$ cat src/rtl/pc_sequencer.sv
// pc_sequencer: multi-cycle PC controller for KGP_RISC.
// Sequences fetch/exec/memory-wait and selects the next PC.
module pc_sequencer #(
    parameter int              PC_W        = 8,
    parameter logic [PC_W-1:0] RESET_PC    = '0,
    parameter int              MEM_TIMEOUT = 15
) (
    input  logic            clk,
    input  logic            rst,
    input  logic            run,
    input  logic            halt_req,
    input  logic            imem_ready,
    input  logic            is_branch,
    input  logic            branch_taken,
    input  logic            is_jal,
    input  logic            is_ret,
    input  logic [PC_W-1:0] target,
    input  logic [PC_W-1:0] ret_addr,
    input  logic            mem_op,
    input  logic            dmem_done,
    output logic [PC_W-1:0] pc,
    output logic            imem_req,
    output logic            ir_load,
    output logic            exec_en,
    output logic            link_we,
    output logic [PC_W-1:0] link_addr,
    output logic            wrap,
    output logic            err,
    output logic [2:0]      state
);
    typedef enum logic [2:0] {
        S_IDLE    = 3'd0,
        S_FETCH   = 3'd1,
        S_EXEC    = 3'd2,
        S_MEMWAIT = 3'd3,
        S_HALT    = 3'd4,
        S_ERROR   = 3'd5
    } state_t;
    state_t          r_state, w_next;
    logic [PC_W-1:0] r_pc, w_pc_inc, w_pc_nxt;
    logic [7:0]      r_cnt;
    logic            r_imem_req, r_exec_en, r_wrap, r_err;
    logic            w_taken, w_seq, w_timeout;
    assign w_pc_inc  = r_pc + 1'b1;
    assign w_taken   = is_branch && branch_taken;
    assign w_seq     = !is_ret && !is_jal && !w_taken;
    assign w_pc_nxt  = is_ret ? ret_addr : (is_jal || w_taken) ? target : w_pc_inc;
    // counter holds the number of MEMWAIT cycles already completed
    assign w_timeout = r_cnt == 8'(MEM_TIMEOUT - 1);
    always_comb begin
        w_next = r_state;
        case (r_state)
            S_IDLE:    w_next = run ? S_FETCH : S_IDLE;
            S_FETCH:   w_next = halt_req ? S_HALT : imem_ready ? S_EXEC : S_FETCH;
            S_EXEC:    w_next = mem_op ? S_MEMWAIT : halt_req ? S_HALT : S_FETCH;
            S_MEMWAIT: w_next = dmem_done ? (halt_req ? S_HALT : S_FETCH) : w_timeout ? S_ERROR : S_MEMWAIT;
            S_HALT:    w_next = run ? S_FETCH : S_HALT;
            S_ERROR:   w_next = S_ERROR;
            default:   w_next = S_IDLE;
        endcase
    end
    always_ff @(posedge clk) begin
        if (rst) begin
            r_state    <= S_IDLE;
            r_pc       <= RESET_PC;
            r_cnt      <= '0;
            r_imem_req <= 1'b0;
            r_exec_en  <= 1'b0;
            r_wrap     <= 1'b0;
            r_err      <= 1'b0;
        end else begin
            r_state    <= w_next;
            r_cnt      <= (r_state == S_MEMWAIT) ? r_cnt + 8'd1 : 8'd0;
            r_imem_req <= w_next == S_FETCH;
            r_exec_en  <= w_next == S_EXEC;
            r_err      <= w_next == S_ERROR;
            if (r_state == S_EXEC) r_pc <= w_pc_nxt;
            if (r_state == S_EXEC && w_seq && &r_pc) r_wrap <= 1'b1;
        end
    end
    assign pc        = r_pc;
    assign imem_req  = r_imem_req;
    assign exec_en   = r_exec_en;
    assign ir_load   = (r_state == S_FETCH) && !halt_req && imem_ready;
    assign link_we   = (r_state == S_EXEC) && is_jal && !is_ret;
    assign link_addr = link_we ? w_pc_inc : '0;
    assign wrap      = r_wrap;
    assign err       = r_err;
    assign state     = r_state;
endmodule

$ cat config.mk
export PLATFORM = sky130hd
export DESIGN_NAME = pc_sequencer
export DESIGN_NICKNAME = d
export VERILOG_FILES = /design/src/rtl/pc_sequencer.sv
export SDC_FILE = /design/constraint.sdc
export NUM_CORES = 1
export LEC_CHECK = 0
export ABC_AREA = 1
export CAP_MARGIN = 40
export CORE_MARGIN = 2
export CORE_UTILIZATION = 43
export DETAILED_ROUTE_END_ITERATION = 12
export HOLD_SLACK_MARGIN = 0.03
export PLACE_DENSITY = 0.83
export SLEW_MARGIN = 20
export SYNTH_ARGS = -nofsm -noshare
export SYNTH_HDL_FRONTEND = slang
export SYNTH_SLANG_ARGS = --single-unit
$ cat constraint.sdc
create_clock -name clk -period 1.5 [get_ports clk]
set_clock_uncertainty 0.05 [all_clocks]
set_input_delay 0.375 -clock clk [delete_from_list [all_inputs] [get_ports clk]]
set_output_delay 0.375 -clock clk [all_outputs]
set_load 0.02 [all_outputs]
# After elaboration in Yosys (flattened, before gate mapping)
# Cells that the tools add are included.
# W data, S select, Z words.
dict set report op_classes {
  n_reduce_logical 17
  add_sub_neg 2
  bitwise 1
  eq_ne 9
  mux 12
}
# cell n
set op_table {}
lappend op_table {{$mux W8} 3}
lappend op_table {{$mux W3} 6}
lappend op_table {{$pmux W3 S6} 1}
lappend op_table {{$add A8 B1 Y8 const B} 2}
lappend op_table {{$eq A3 B2 Y1 const B} 3}
lappend op_table {{$eq A3 B3 Y1 const B} 3}
lappend op_table {{$logic_and A1 B1 Y1} 9}
lappend op_table {{$eq A8 B4 Y1 const B} 1}
lappend op_table {{$reduce_and A8 Y1} 1}
lappend op_table {{$eq A3 B1 Y1 const B} 2}
lappend op_table {{$logic_not A1 Y1} 4}
lappend op_table {{$logic_not A3 Y1} 1}
lappend op_table {{$mux W2} 1}
lappend op_table {{$reduce_or A2 Y1} 1}
lappend op_table {{$logic_or A1 B1 Y1} 1}
lappend op_table {{$mux W1} 1}
lappend op_table {{$not A1 Y1} 1}
dict set report word_totals {
  reg_bits 23
  in_bits 27
  out_inout_bits 25
  word_cells 48
}

# Logic depth before layout (Yosys ltp)
# Gate-level depths: netlist (run 1).
dict set report logic_depth {
  depth_word 5
  mapped_depth 10
  mapped_depth_nobuf 10
}

# Worst setup path before layout (run 1)
# Ideal clock, no wire load.
dict set report synth_path {
  kind {reg-to-output}
  from {register r_state[1] (netlist: state[1])}
  to {output port link_addr[5]}
  path_stages_with_launch 7
  required_time_ps 1075
  path_buffers 0
  setup_slack_ps -336
  arrival_ps 1411
  path_cell_list {dfxtp_1 inv_2 nor2_2 nand2_2 nor2_4 nand2_2 a21oi_1}
}
dict set report synth_between {
  elab_chain_cells 4
}
# item line_no
set synth_lines {}
lappend synth_lines {{from (decl)} 39} ;# state_t r_state, w_next;
lappend synth_lines {{from (signal assigned)} 72} ;# r_state <= w_next;
lappend synth_lines {{$eq A3 B2 Y1} 85} ;# assign link_we = (r_state == S_EXEC) && is_jal && !is_ret;
lappend synth_lines {{$logic_and A1 B1 Y1 (2 in a row)} 85}
lappend synth_lines {{$mux W8} 86} ;# assign link_addr = link_we ? w_pc_inc : '0;
lappend synth_lines {{to (decl)} 26} ;# output logic [PC_W-1:0] link_addr,
# No other way between the ends.

# Worst setup path after layout (run 1)
dict set report layout_path {
  from {input port is_ret}
  to {output port link_addr[6]}
}
dict set report layout_between {
  elab_chain_cells 3
}
# item line_no
set layout_lines {}
lappend layout_lines {{from (decl)} 16} ;# input logic is_ret,
lappend layout_lines {{$logic_not A1 Y1} 85}
lappend layout_lines {{$logic_and A1 B1 Y1} 85}
lappend layout_lines {{$mux W8} 86}
# No other way between the ends.

==> results.md, run 1 <==
- RR Endpoint: imem_req$_SDFF_PP0_
- Status: finished, violations left
- Sequential cell area: 475 sq um
- Synth Instances: 209
- Reg-to-Reg Start: state[2]$_SDFF_PP0_
- Design area: 2470 sq um
- # fillers: 188
- Count leader, synth: nand2_1
- Sequential area share after synthesis: 34.0%
- Post-Synth Simple-Gate Area: 37.1%
- Post-synthesis mux area share: 0%
- Worst-Margin Slew: 0.356 ns
- Row cnt: 20
- Drt pass-1 iters: 4
- Wirelength, routed: 4.85 mm
- Post-synth top area cell: dfxtp_1
- CTS max path bufs: 2
- Chip Width: 60.1 um
- Worst path max stage delay: 0.49 ns
- Ports: 52
- Final Hold Fails: 0
- Post-Syn Area: 1360 sq um
- Hold endpoint: r_cnt[0]$_SDFF_PP0_
- CTS root buf: clkbuf_4
- Main combinational cell family by area after synthesis: simple AND/OR/NAND/NOR gates
- Crit path cell chain: clkdlybuf4s50_1 -> nor2_4 -> nand2_4 -> a21oi_4 -> buf_6
- Setup TNS Final: -4.04 ns
- GPL Wtd Cong: 0.913
- Area of the multi-input gates: 973 sq um
- Core Region: 3030 sq um
- N_diodes: 0
- Area growth, synth to finish: 82.5%
- Type of origin of the critical path: primary input
- Vias: 1763
- FF+latch count, synth: 23
- Antenna violations before repair: 0
- Peak VDD IR: 538 uV
- Starting density of the core: 44.8%
- Failing checks: setup timing
- Routed Antenna Nets: 0
- # setup viols final: 10
- Hold_buf cts: 0
- Cell depth of the worst hold path: 1
- Vias per cell: 5.02
- CP Data Arrival Time: 1.56 ns
- CTS clock-pin slew for the worst setup and hold paths: 0.12 ns
- Hold Slack: 0.451 ns
- Initial DRC count: 76
- CP Max Fanout: 4
- Synth Area in XOR/XNOR: 3.88%
- DR DRC count: 0
- Compound-Gate Fraction of Synth Area: 14.1%
- CTS tree: built
- Drt wl/cell: 13.8 um
- Synth top area share: 34.0%
- R2r worst-path depth: 11
- Required @ worst endpoint: 1.07 ns
- Top cells by count, synth: nand2_1 (44), nor2_1 (35), dfxtp_1 (23)
- IO buf count: 51
- Synth top area cells: dfxtp_1 (34%), nand2_1 (12%), nor2_1 (9.7%)
- Clk_lat worst skew: 0.32 ns
- Wl on met1: 1.88 mm
- Met2 Routed Length: 2.43 mm
- Core Util, Final: 81.7%
- DIE HEIGHT: 60.1 um
- RSZ-0062 raised after global routing: true
- Sink Count: 23
- Die area: 3620 sq um
- Pleak: 0.00107 uW
- Layout cells sized above 1: 40.7%
- Highest Clock Rate: 0.504 GHz
- Rel. slew slack: 76.2%
- Max-Cap Viols: 0
- Placed cell areas: 2320 sq um
- Crit share post-route: 132%
- Hold Crit Class: flop to flop
- Number of synthesized flops with an enable pin: 0
- Routed wl met3: 340 um
- HPWL after detailed placement: 3.21 mm
- Fin. max-slew vios: 0
- First-pass GRT wire length: 7.25 mm
- Fin crit period: 1.98 ns
- Largest net degree at the start of global routing: 14
- Number of global-route vias before repair: 1710
- Dpl ws: -0.835 ns
- Post-layout net count: 338
- Final worst-path setup slack: -0.483 ns
- Distinct cells, synth: 26
- R2R Setup Slk: 0.09 ns
- Top FF cell, synth: dfxtp_1
- Top Layer Used: met4
- H-tree Lvls: 1
- Crit path kind: primary input to output pin
- Tot GR Track Use: 26.9%
- Pwr/cell area: 554 nW/um^2
- Synth Area in Adders: 2.77%
- CP Capture Type: output pin
- Synthesized net count: 239
- CTS Buf Count: 3
- Ys Warns: 0
- Avg Cell Area, Syn: 6.48 sq um
- Crit path max-delay cell type: clkdlybuf4s50_1
- Hold_sp: r_cnt[0]$_SDFF_PP0_
- Remaining Overflow, GRT: 0
- FFs w/ async S/R, synth: 0%
-- routing by layer --
| metal | GRT usage (%) | vias to the layer above |
|---|---|---|
| met5 | 0 | - |
| met4 | 12.7 | 0 |
| met3 | 6.28 | 23 |
| met2 | 48.4 | 76 |
| met1 | 29.4 | 796 |
| li1 | - | 868 |
-- placed cells by master (no fill, tap or decap), types with 2 or more instances in the layout --
cell type        synthesis  routed
clkbuf_4                 0       3
nor3_1                   2       2
nand3_2                  1       2
xor2_1                   3       2
nor2_1                  35      27
o21ai_1                  3       3
a31oi_1                  2       2
nand3_1                 12      10
clkdlybuf4s50_1          0      25
o211ai_1                 2       2
inv_2                    7       7
nand2_2                  3       4
buf_2                    1       8
nand2_1                 44      40
buf_6                    0      15
or2_2                    2       2
clkdlybuf4s15_2          0       2
inv_1                   19      17
a21oi_1                 21      18
dlygate4sd2_1            0       4
inv_4                    0       2
ha_1                     3       2
a21oi_4                  0       4
nor2_4                   2      10
nor2_2                   5       5
nand3b_1                 3       3
buf_4                    0      39
nand2_4                  0       3
dfxtp_2                  0       9
xnor2_2                  0       2
o21ai_0                  7       7
nand4_1                  3       3
dfxtp_1                 23      13
-- kinds of logic (layout without fill, tap and decap cells) --
logic type	Yosys count	after routing
and+or+nand+nor	112	113
AOI/OAI and AO/OA	36	36
buffers and inverters	29	126
DFF	23	23
xor gates and xnor gates	6	6
adders and majority gates	3	3
-- what timing repair did --
| action | 4_1_cts | 5_1_grt |
|---|---|---|
| buffers inserted | 4 | 4 |
| endpoints found under the setup margin | 32 | 21 |
| endpoints found under the hold margin | 0 | 0 |
| pin swaps | 7 | 6 |
| cloned | 1 | 0 |
| resized for setup | 121 | 20 |
-- report_power, final --
group          switching, uW  total, uW  internal, uW
registers               15.1        649           633
logic                    216        431           215
clock network            192        291           100
total                    422       1370           948
-- flip-flops by register name (all words and copies together) (netlist names) --
signal    flops
exec_en       1
wrap          1
state         3
imem_req      1
pc            8
err           1
r_cnt         8
-- final cells by class --
cell class / instances / area share, %
clock buffers: 3 / 0.911
clock inverters: 1 / 0.202
inverters: 27 / 4.30
multi-input cells: 158 / 39.4
flip-flops and latches: 23 / 19.2
well taps: 44 / 2.23
repair buffers: 95 / 33.8
-- critical path, delay by kind of cell --
family | cells | cell delay, ns
and+or+nand+nor | 2 | 0.41
buffers and inverters | 2 | 0.62
AOI/OAI and AO/OA | 1 | 0.14
-- per-stage QoR --
| stage | power (uW) | instances |
|---|---|---|
| after floorplan | 828 | 209 |
| after global placement | 1050 | 341 |
| after detailed placement | 1060 | 341 |
| after CTS | 1360 | 350 |
| after global routing | 1440 | 351 |
| final | 1370 | 351 |
-- worst max-delay path by stage --
stage | startpoint | to | slack (ns) | cells past startpoint
floorplan | state[1]$_SDFF_PP0_ | link_addr[5] | -0.1 | 6
global placement | is_ret | link_addr[6] | -0.79 | 5
detailed placement | is_ret | link_addr[5] | -0.84 | 5
CTS | state[1]$_SDFF_PP0_ | link_addr[6] | -0.47 | 7
finish | is_ret | link_addr[6] | -0.48 | 5
global route | state[1]$_SDFF_PP0_ | link_addr[6] | -0.55 | 7
(Power assumes the default switching activity.)
==> run 2: changes to the inputs <==
- clock period: 1.5 -> 2.2 ns (I/O delays scaled with it)
==> results.md, run 2 (same netlist as run 1, synthesis figures left out) <==
- Most common cell after layout, fill and taps aside: nand2_1 (unchanged)
- Hold Crit Class: flop to flop (unchanged)
- CP Max Fanout: 9 (was 4)
- Crit share post-route: 97.4%
- Layout cells sized above 1: 20.6% (was 40.7%)
- Crit path from: is_ret (unchanged)
- Setup TNS Final: 0 ns (was -4.04 ns)
- Rel. slew slack: 80.4% (was 76.2%)
- Wirelength, routed: 3.69 mm (was 4.85 mm)
- HPWL after detailed placement: 2.85 mm (was 3.21 mm)
- Post-layout net count: 312 (was 338)
- Final Hold Fails: 0 (unchanged)
- DIE HEIGHT: 60.1 um (unchanged)
- Area of the multi-input gates: 797 sq um (was 973 sq um)
- Hold_buf cts: 0 (unchanged)
- Type of origin of the critical path: primary input (unchanged)
- Remaining Overflow, GRT: 0 (unchanged)
- Dpl ws: -0.465 ns (was -0.835 ns)
- IO buf count: 51 (unchanged)
- Fin crit period: 2.14 ns
- CTS clock-pin slew for the worst setup and hold paths: 0.12 ns (about the same)
- Last element of the critical path: link_we (was link_addr[6])
- Number of global-route vias before repair: 1374 (was 1710)
- CTS Buf Count: 3 (unchanged)
- Tot GR Track Use: 20.8% (was 26.9%)
- CP Data Arrival Time: 1.54 ns (was 1.56 ns)
- Pwr/cell area: 422 nW/um^2 (was 554 nW/um^2)
- Starting density of the core: 44.8% (unchanged)
- Core Region: 3030 sq um (unchanged)
- Sequential cell area: 463 sq um (was 475 sq um)
- Clk_lat worst skew: 0.31 ns (was 0.32 ns)
- Worst-Margin Slew: 0.293 ns (was 0.356 ns)
- CTS max path bufs: 2 (unchanged)
- R2r worst-path depth: 10 (was 11)
- Max-Cap Viols: 0 (unchanged)
- Final worst-path setup slack: 0.0567 ns (was -0.483 ns)
- Routed Antenna Nets: 0 (unchanged)
- Initial DRC count: 87 (was 76)
- Vias: 1529 (was 1763)
- Row cnt: 20 (unchanged)
- Crit path kind: primary input to output pin (unchanged)
- Most frequent cells in the layout: nand2_1 (44), clkdlybuf4s50_1 (41), nor2_1 (35) (was nand2_1 (40), buf_4 (39), nor2_1 (27))
- Drt wl/cell: 11.4 um (was 13.8 um)
- GPL Wtd Cong: 0.858 (was 0.913)
- CTS tree: built (unchanged)
- Drt pass-1 iters: 4 (unchanged)
- DR DRC count: 0 (unchanged)
- Peak VDD IR: 273 uV (was 538 uV)
- Hold Slack: 0.437 ns (was 0.451 ns)
- Chip Width: 60.1 um (unchanged)
- N_diodes: 0 (unchanged)
- Antenna violations before repair: 0 (unchanged)
- # fillers: 282 (was 188)
- Pleak: 0.000873 uW (was 0.00107 uW)
- Vias per cell: 4.70 (was 5.02)
- First-pass GRT wire length: 5.74 mm (was 7.25 mm)
- Sink Count: 23 (unchanged)
- CP Capture Type: output pin (unchanged)
- Largest net degree at the start of global routing: 14 (unchanged)
- CTS root buf: clkbuf_4 (unchanged)
- R2R Setup Slk: 0.84 ns (was 0.09 ns)
- Die area: 3620 sq um (unchanged)
- Fin. max-slew vios: 0 (unchanged)
- Status: finished clean (was finished, violations left)
- Required @ worst endpoint: 1.60 ns (was 1.07 ns)
- Ports: 52 (unchanged)
- # setup viols final: 0 (was 10)
- H-tree Lvls: 1 (unchanged)
- Reg-to-Reg Start: state[2]$_SDFF_PP0_ (unchanged)
- Area growth, synth to finish: 52.1% (was 82.5%)
- Highest Clock Rate: 0.467 GHz
- RR Endpoint: err$_SDFF_PP0_ (was imem_req$_SDFF_PP0_)
run 2: cell types whose count changed in the layout (fill, tap and decap cells not counted), moves of 8 or more:
cell / delta
nor2_4: -8
buf_6: -15
nor2_1: +8
dfxtp_1: +8
clkdlybuf4s50_1: +16
buf_4: -17
run 2: final cells by class:
| class | count | share of cell area, % |
|---|---|---|
| Sequential cell | 23 | 22.5 |
| Timing Repair Buffer | 70 | 29.9 |
| Inverter | 27 | 4.92 |
| Clock buffer | 3 | 1.09 |
| Clock inverter | 1 | 0.243 |
| Multi-Input combinational cell | 157 | 38.7 |
| Tap cell | 44 | 2.67 |
run 2: worst max-delay path, cell delays in order:
cell	delay, ns
clkdlybuf4s50_1	0.45
nor2_4	0.13
nand2_4	0.11
inv_2	0.06
clkdlybuf4s15_2	0.25
run 2: how the worst min path moves through the flow:
| stage | start | to | slack, ns | depth (start not counted) |
|---|---|---|---|---|
| global placement | wrap$_SDFFE_PP0P_ | wrap$_SDFFE_PP0P_ | 0.40 | 2 |
| global route | wrap$_SDFFE_PP0P_ | wrap$_SDFFE_PP0P_ | 0.46 | 2 |
| CTS | r_cnt[3]$_SDFF_PP0_ | r_cnt[3]$_SDFF_PP0_ | 0.44 | 2 |
| detailed placement | wrap$_SDFFE_PP0P_ | wrap$_SDFFE_PP0P_ | 0.41 | 2 |
| floorplan | r_cnt[0]$_SDFF_PP0_ | r_cnt[0]$_SDFF_PP0_ | 0.39 | 1 |
| finish | r_cnt[3]$_SDFF_PP0_ | r_cnt[3]$_SDFF_PP0_ | 0.44 | 2 |
run 2: repair_timing:
item / CTS / global route
resized for setup: 38 / 8
pin swaps: 0 / 1
setup buffers: 0 / 1
setup endpoints to repair: 10 / 7
run 2: per-stage QoR:
stage	cell area, sq um	total power, uW	cells	utilization (%)
after CTS	2040	877	324	67.4
after detailed placement	2050	680	320	67.6
after global routing	2060	914	325	68.1
after global placement	2050	677	320	67.6
final	2060	869	325	68.1
after floorplan	1360	556	209	-
run 2: per-layer routing:
layer	part of all wire [%]	GRT usage [%]	up-vias
met4	1.5	6.03	0
met2	50	36.3	46
met3	4.3	4.33	6
met5	0	0	-
met1	45	25.6	660
li1	-	-	817
run 2: power by group:
group          total [uW]  leakage [uW]  internal, uW  switching, uW
registers             441      0.000187           431           9.74
logic                 231      0.000668           118            113
clock network         197     0.0000177          68.0            129
==> run 3: changes to the inputs <==
- CORE_UTILIZATION: 43 -> 49
- DONT_BUFFER_PORTS: not set -> 1
- GPL_ROUTABILITY_DRIVEN: not set -> 0
- PLACE_DENSITY: 0.83 -> 0.68
==> results.md, run 3 (same netlist as run 1, synthesis figures left out) <==
- Status: finished clean (unchanged)
- Wirelength, routed: 3.39 mm (was 3.69 mm)
- Initial DRC count: 48 (was 87)
- Core Region: 2690 sq um (was 3030 sq um)
- Peak VDD IR: 352 uV (was 273 uV)
- # setup viols final: 0 (unchanged)
- CTS clock-pin slew for the worst setup and hold paths: 0.12 ns (about the same)
- Hold Slack: 0.231 ns (was 0.437 ns)
- R2R Setup Slk: 0.66 ns (was 0.84 ns)
- HPWL after detailed placement: 2.61 mm (was 2.85 mm)
- Crit path max-delay cell type: dfxtp_2 (was clkdlybuf4s50_1)
- Required @ worst endpoint: 1.60 ns (about the same)
- Vias: 1406 (was 1529)
- N_diodes: 0 (unchanged)
- Crit path from: state[1]$_SDFF_PP0_ (was is_ret)
- Hold_sp: rst (was r_cnt[3]$_SDFF_PP0_)
- First-pass GRT wire length: 5.64 mm (was 5.74 mm)
- Most common cell after layout, fill and taps aside: nand2_1 (unchanged)
- Number of global-route vias before repair: 1336 (was 1374)
- Layout cells sized above 1: 21.9% (was 20.6%)
- Chip Width: 56.6 um (was 60.1 um)
- Starting density of the core: 50.4% (was 44.8%)
- DIE HEIGHT: 56.6 um (was 60.1 um)
- Rel. slew slack: 71.5% (was 80.4%)
- Worst path max stage delay: 0.36 ns (was 0.45 ns)
- Max-Cap Viols: 0 (unchanged)
- DR DRC count: 0 (unchanged)
- Type of origin of the critical path: flop (was primary input)
- Post-layout net count: 259 (was 312)
- R2r worst-path depth: 9 (was 10)
- Fin crit period: 2.14 ns (about the same)
- CTS Buf Count: 3 (unchanged)
- Area growth, synth to finish: 15.2% (was 52.1%)
- Hold Crit Class: primary input to flop (was flop to flop)
- Tot GR Track Use: 21.9% (was 20.8%)
- CP Data Arrival Time: 1.54 ns (about the same)
- Antenna violations before repair: 0 (unchanged)
- Worst-Margin Slew: 0.427 ns (was 0.293 ns)
- Sink Count: 23 (unchanged)
- Ports: 52 (unchanged)
- CP Max Fanout: 9 (unchanged)
- Highest Clock Rate: 0.466 GHz (was 0.467 GHz)
- Most frequent cells in the layout: nand2_1 (44), nor2_1 (34), a21oi_1 (20) (was nand2_1 (44), clkdlybuf4s50_1 (41), nor2_1 (35))
- CTS tree: built (unchanged)
- Row cnt: 19 (was 20)
- H-tree Lvls: 1 (unchanged)
- RR Endpoint: imem_req$_SDFF_PP0_ (was err$_SDFF_PP0_)
- Cell depth of the worst hold path: 1 (was 2)
- Core Util, Final: 58.1% (was 68.1%)
- Drt pass-1 iters: 4 (unchanged)
- Clk_lat worst skew: 0.31 ns (about the same)
- Crit share post-route: 97.4% (about the same)
- IO buf count: 0 (was 51)
- Drt wl/cell: 13.1 um (was 11.4 um)
- Largest net degree at the start of global routing: 15 (was 14)
- Fin. max-slew vios: 0 (unchanged)
- Final Hold Fails: 0 (unchanged)
- Pleak: 0.000659 uW (was 0.000873 uW)
- Vias per cell: 5.43 (was 4.70)
- Hold_buf cts: 0 (unchanged)
- Pwr/cell area: 494 nW/um^2 (was 422 nW/um^2)
- Crit path cell chain: inv_2 -> nor2_2 -> nand2_2 -> nor2_4 -> nand2_4 -> a21oi_1 -> buf_4 (was clkdlybuf4s50_1 -> nor2_4 -> nand2_4 -> inv_2 -> clkdlybuf4s15_2)
- CP Capture Type: output pin (unchanged)
- CTS max path bufs: 2 (unchanged)
- Crit path kind: flop to output pin (was primary input to output pin)
- Die area: 3200 sq um (was 3620 sq um)
- CTS root buf: clkbuf_4 (unchanged)
- Routed Antenna Nets: 0 (unchanged)
- Hold endpoint: pc[0]$_SDFFE_PP0P_ (was r_cnt[3]$_SDFF_PP0_)
- Reg-to-Reg Start: state[2]$_SDFF_PP0_ (unchanged)
- Remaining Overflow, GRT: 0 (unchanged)
[run 3: changes by cell type in the layout (fill, tap and decap cells not counted), moves of 3 or more]
cell             change
clkdlybuf4s50_1     -41
buf_2                -5
buf_4                -5
dfxtp_1              -3
dfxtp_2              +3
[run 3: timing repair]
item                       CTS  global route
gates resized for setup      1             9
setup buffers                0             0
gates cloned                 0             0
setup endpoints to repair    2             8
[run 3: stage by stage]
| step | worst slack, ns | power, uW | cells | setup TNS [ns] | instance area (sq um) |
|---|---|---|---|---|---|
| 2_1_floorplan | 0.189 | 556 | 209 | 0 | 1360 |
| 3_3_place_gp | 0.381 | 580 | 255 | 0 | 1510 |
| 6_report | 0.0562 | 772 | 259 | 0 | 1560 |
| 4_1_cts | 0.00831 | 779 | 259 | 0 | 1540 |
| 3_5_place_dp | 0.342 | 583 | 255 | 0 | 1510 |
| 5_1_grt | -0.00982 | 808 | 259 | -0.0129 | 1560 |
[run 3: cell type report]
class / count / area (sq um)
Fill cell: 268 / 1120
Multi-Input combinational cell: 157 / 801
Sequential cell: 23 / 467
Timing Repair Buffer: 17 / 128
Inverter: 27 / 101
Tap cell: 31 / 38.8
Clock buffer: 4 / 26.3
[run 3: how the worst max path moves through the flow]
stage	cells after the start	slack (ns)	to
detailed placement	6	0.34	link_addr[6]
finish	7	0.06	link_addr[5]
floorplan	6	0.19	link_addr[5]
global placement	6	0.38	link_addr[6]
global route	7	-0.01	link_addr[5]
CTS	6	0.008	link_addr[5]
[run 3: critical path: cells and delay by family (launching register included)]
family | cells | cell delay, ns
AOI/OAI and AO/OA | 1 | 0.18
buffers and inverters | 2 | 0.22
and+or+nand+nor | 4 | 0.48
DFF | 1 | 0.36
[run 3: report_power, final]
group          switching, uW  total [uW]  leakage [uW]  internal [uW]
Sequential              25.4         457      0.000188            432
Clock                    124         194     0.0000150           70.8
Combinational           75.8         120      0.000456           43.9
[run 3: per-layer routing]
| metal | part of all wire, % | track usage, % | vias to the layer above |
|---|---|---|---|
| met2 | 50 | 38.7 | 53 |
| met4 | 0.94 | 6.12 | 0 |
| li1 | - | - | 710 |
| met5 | 0 | 0 | - |
| met3 | 7.8 | 4.84 | 4 |
| met1 | 41 | 26.5 | 639 |
==> edit, RTL diff (flow settings as in run 1) <==
Make the reset (`rst`) asynchronous in one clocked block.
--- a/src/rtl/pc_sequencer.sv
+++ b/src/rtl/pc_sequencer.sv
@@ -59,7 +59,7 @@
             default:   w_next = S_IDLE;
         endcase
     end
-    always_ff @(posedge clk) begin
+    always_ff @(posedge clk or posedge rst) begin
         if (rst) begin
             r_state    <= S_IDLE;
             r_pc       <= RESET_PC;
Behaviour: differs if rst is asserted again (counterexample within 4 cycles, from zero or initial values and one cycle with rst high); with rst held inactive, the same outputs for 10 cycles.
==> edit against run 1 <==
  * Worst setup slack got worse by 0.0057 ns
  * Sequential cell count unchanged
  * Cell area up 5.1%
  * Critical path depth rose by 1
  * Area after synthesis up 10%
  * The flow still finishes with violations (negative setup slack)
  * Wire length is 0.74% lower
Power is not compared: it rests on default switching activity, and its combinational part moved more than twofold at a synthesized area within 25%.
==> edit: results (changes against run 1) <==
Synthesis
  • Yosys warns: 0 (unchanged)
  • Async SR Flop Fraction: 100.0% (was 0%)
  • Post-synth top cells: nand2_1 (47), nor2_1 (34), dfrtp_1 (23), inv_1 (22), nand3_1 (17) (was nand2_1 (44), nor2_1 (35), dfxtp_1 (23), a21oi_1 (21), inv_1 (19))
  • Top post-synthesis cells by area: dfrtp_1 (38%), nand2_1 (12%), nor2_1 (8.5%), nand3_1 (5.7%), inv_1 (5.5%) (was dfxtp_1 (34%), nand2_1 (12%), nor2_1 (9.7%), a21oi_1 (7.8%), inv_1 (5.3%))
  • Syn Inst Count: 212 (was 209)
  • Fraction of the mapped netlist area in adder cells: 2.510% (was 2.770%)
  • Sequential fraction of the synthesis area: 38.49% (was 33.98%)
  • XOR/XNOR Fraction of Synth Area: 1.172% (was 3.878%)
  • Compound-gate portion of the synthesized area: 11.55% (was 14.13%)
  • Synth Flop Type: dfrtp_1 (was dfxtp_1)
  • Post-Syn Nets: 242 (was 239)
  • Unique masters post-synth: 30 (was 26)

Power
  • Flop pwr share: 24.7%
  • Sw Pwr: 1.732 mW

Setup path
  • Slowest Stage Delay on Critical Path: 0.44 ns (was 0.49 ns)
  • Arr. time, crit path: 1.56 ns (about the same)
  • Worst path top cell family by delay: simple AND/OR/NAND/NOR gates (was buffers and inverters)
  • CP max stage cell: dfrtp_2 (was clkdlybuf4s50_1)

GRT
  • GRT met1 Usage: 26.14% (was 29.38%)
  • Vias in the first global route: 1719 (was 1710)
  • First-pass GRT wire length: 7479 um (was 7245 um)
  • Largest net degree at the start of global routing: 24 (was 14)
  • Overall routing resource usage: 23.44% (was 26.93%)
  • GRT met2 Usage: 44.55% (was 48.45%)
  • Met3 Use GR: 4.505% (was 6.277%)

CTS
  • Htree depth: 1 (unchanged)
  • Post-CTS Resized: 129 (was 121)
  • Worst skew pair latency: 0.30 ns (was 0.32 ns)
  • Post-CTS Setup Bufs: 6 (was 4)

Placement
  • Post-Place Worst Slack: -0.8280 ns (was -0.8352 ns)
  • Placed cell count: 340 (was 341)
  • Placer Congestion: 0.8514 (was 0.9127)
  • DP Area: 2404 um^2 (was 2323 um^2)
  • Hpwl dp: 3215 um (unchanged)

Cells and area
  • Layout cell share with drive strength beyond 1: 38.56% (was 40.72%)
  • Final Non-Filler Cells: 352 (was 351)
  • Layout Area Growth over Synthesis: 73.81% (was 82.46%)
  • # fillers: 214 (was 188)

Route
  • DR pass1 iterations: 4 (unchanged)
  • Post-Route WL: 4814 um (was 4850 um)
  • Routed met3 length: 286 um (was 340 um)
  • Number of DRC markers in iteration 0: 60 (was 76)
  • Via count: 1766 (was 1763)
  • Met2 wire length: 2462 um (was 2432 um)
  • M1 WL: 1964 um (was 1884 um)

Outcome
  • Failing checks: negative setup slack (unchanged)
  • Status: finished, violations left (unchanged)

Timing
  • Worst-margin pin slew: 0.3581 ns (was 0.3563 ns)
  • Worst setup margin: -0.4889 ns (was -0.4832 ns)
  • Setup_tns: -4.159 ns (was -4.036 ns)
  • Final-report setup violation count: 13 (was 10)

Worst hold path
  • Class of the worst hold path: in2async (was reg2reg)
edit: path summary, 6_finish.rpt:
path	startpoint	end	slack, ns	cells past startpoint
max	state[2]$_DFF_PP0_	link_addr[6]	-0.49	6
min	rst	pc[1]$_DFFE_PP0P_	0.35	3
max reg2reg	pc[0]$_DFFE_PP0P_	pc[4]$_DFFE_PP0P_	-0.01	9
min reg2reg	wrap$_DFFE_PP0P_	wrap$_DFFE_PP0P_	0.45	1
max in group asynchronous	rst	pc[2]$_DFFE_PP0P_	0.80	3
min in group clk	wrap$_DFFE_PP0P_	wrap$_DFFE_PP0P_	0.45	1
edit: kinds of logic (layout without fill, tap and decap cells):
logic type	Yosys count	in the layout
AOI/OAI and AO/OA	31	31
xor gates and xnor gates	2	2
adders and majority gates	3	3
buffers and inverters	34	127
DFF	23	23
and+or+nand+nor	119	120
edit: area by class of cell:
cell class	instances	area share (%)
clock buffers	4	1.011
inverters	31	4.767
multi-input cells	156	37.12
flip-flops and latches	23	22.44
well taps	46	2.215
repair buffers	92	32.45
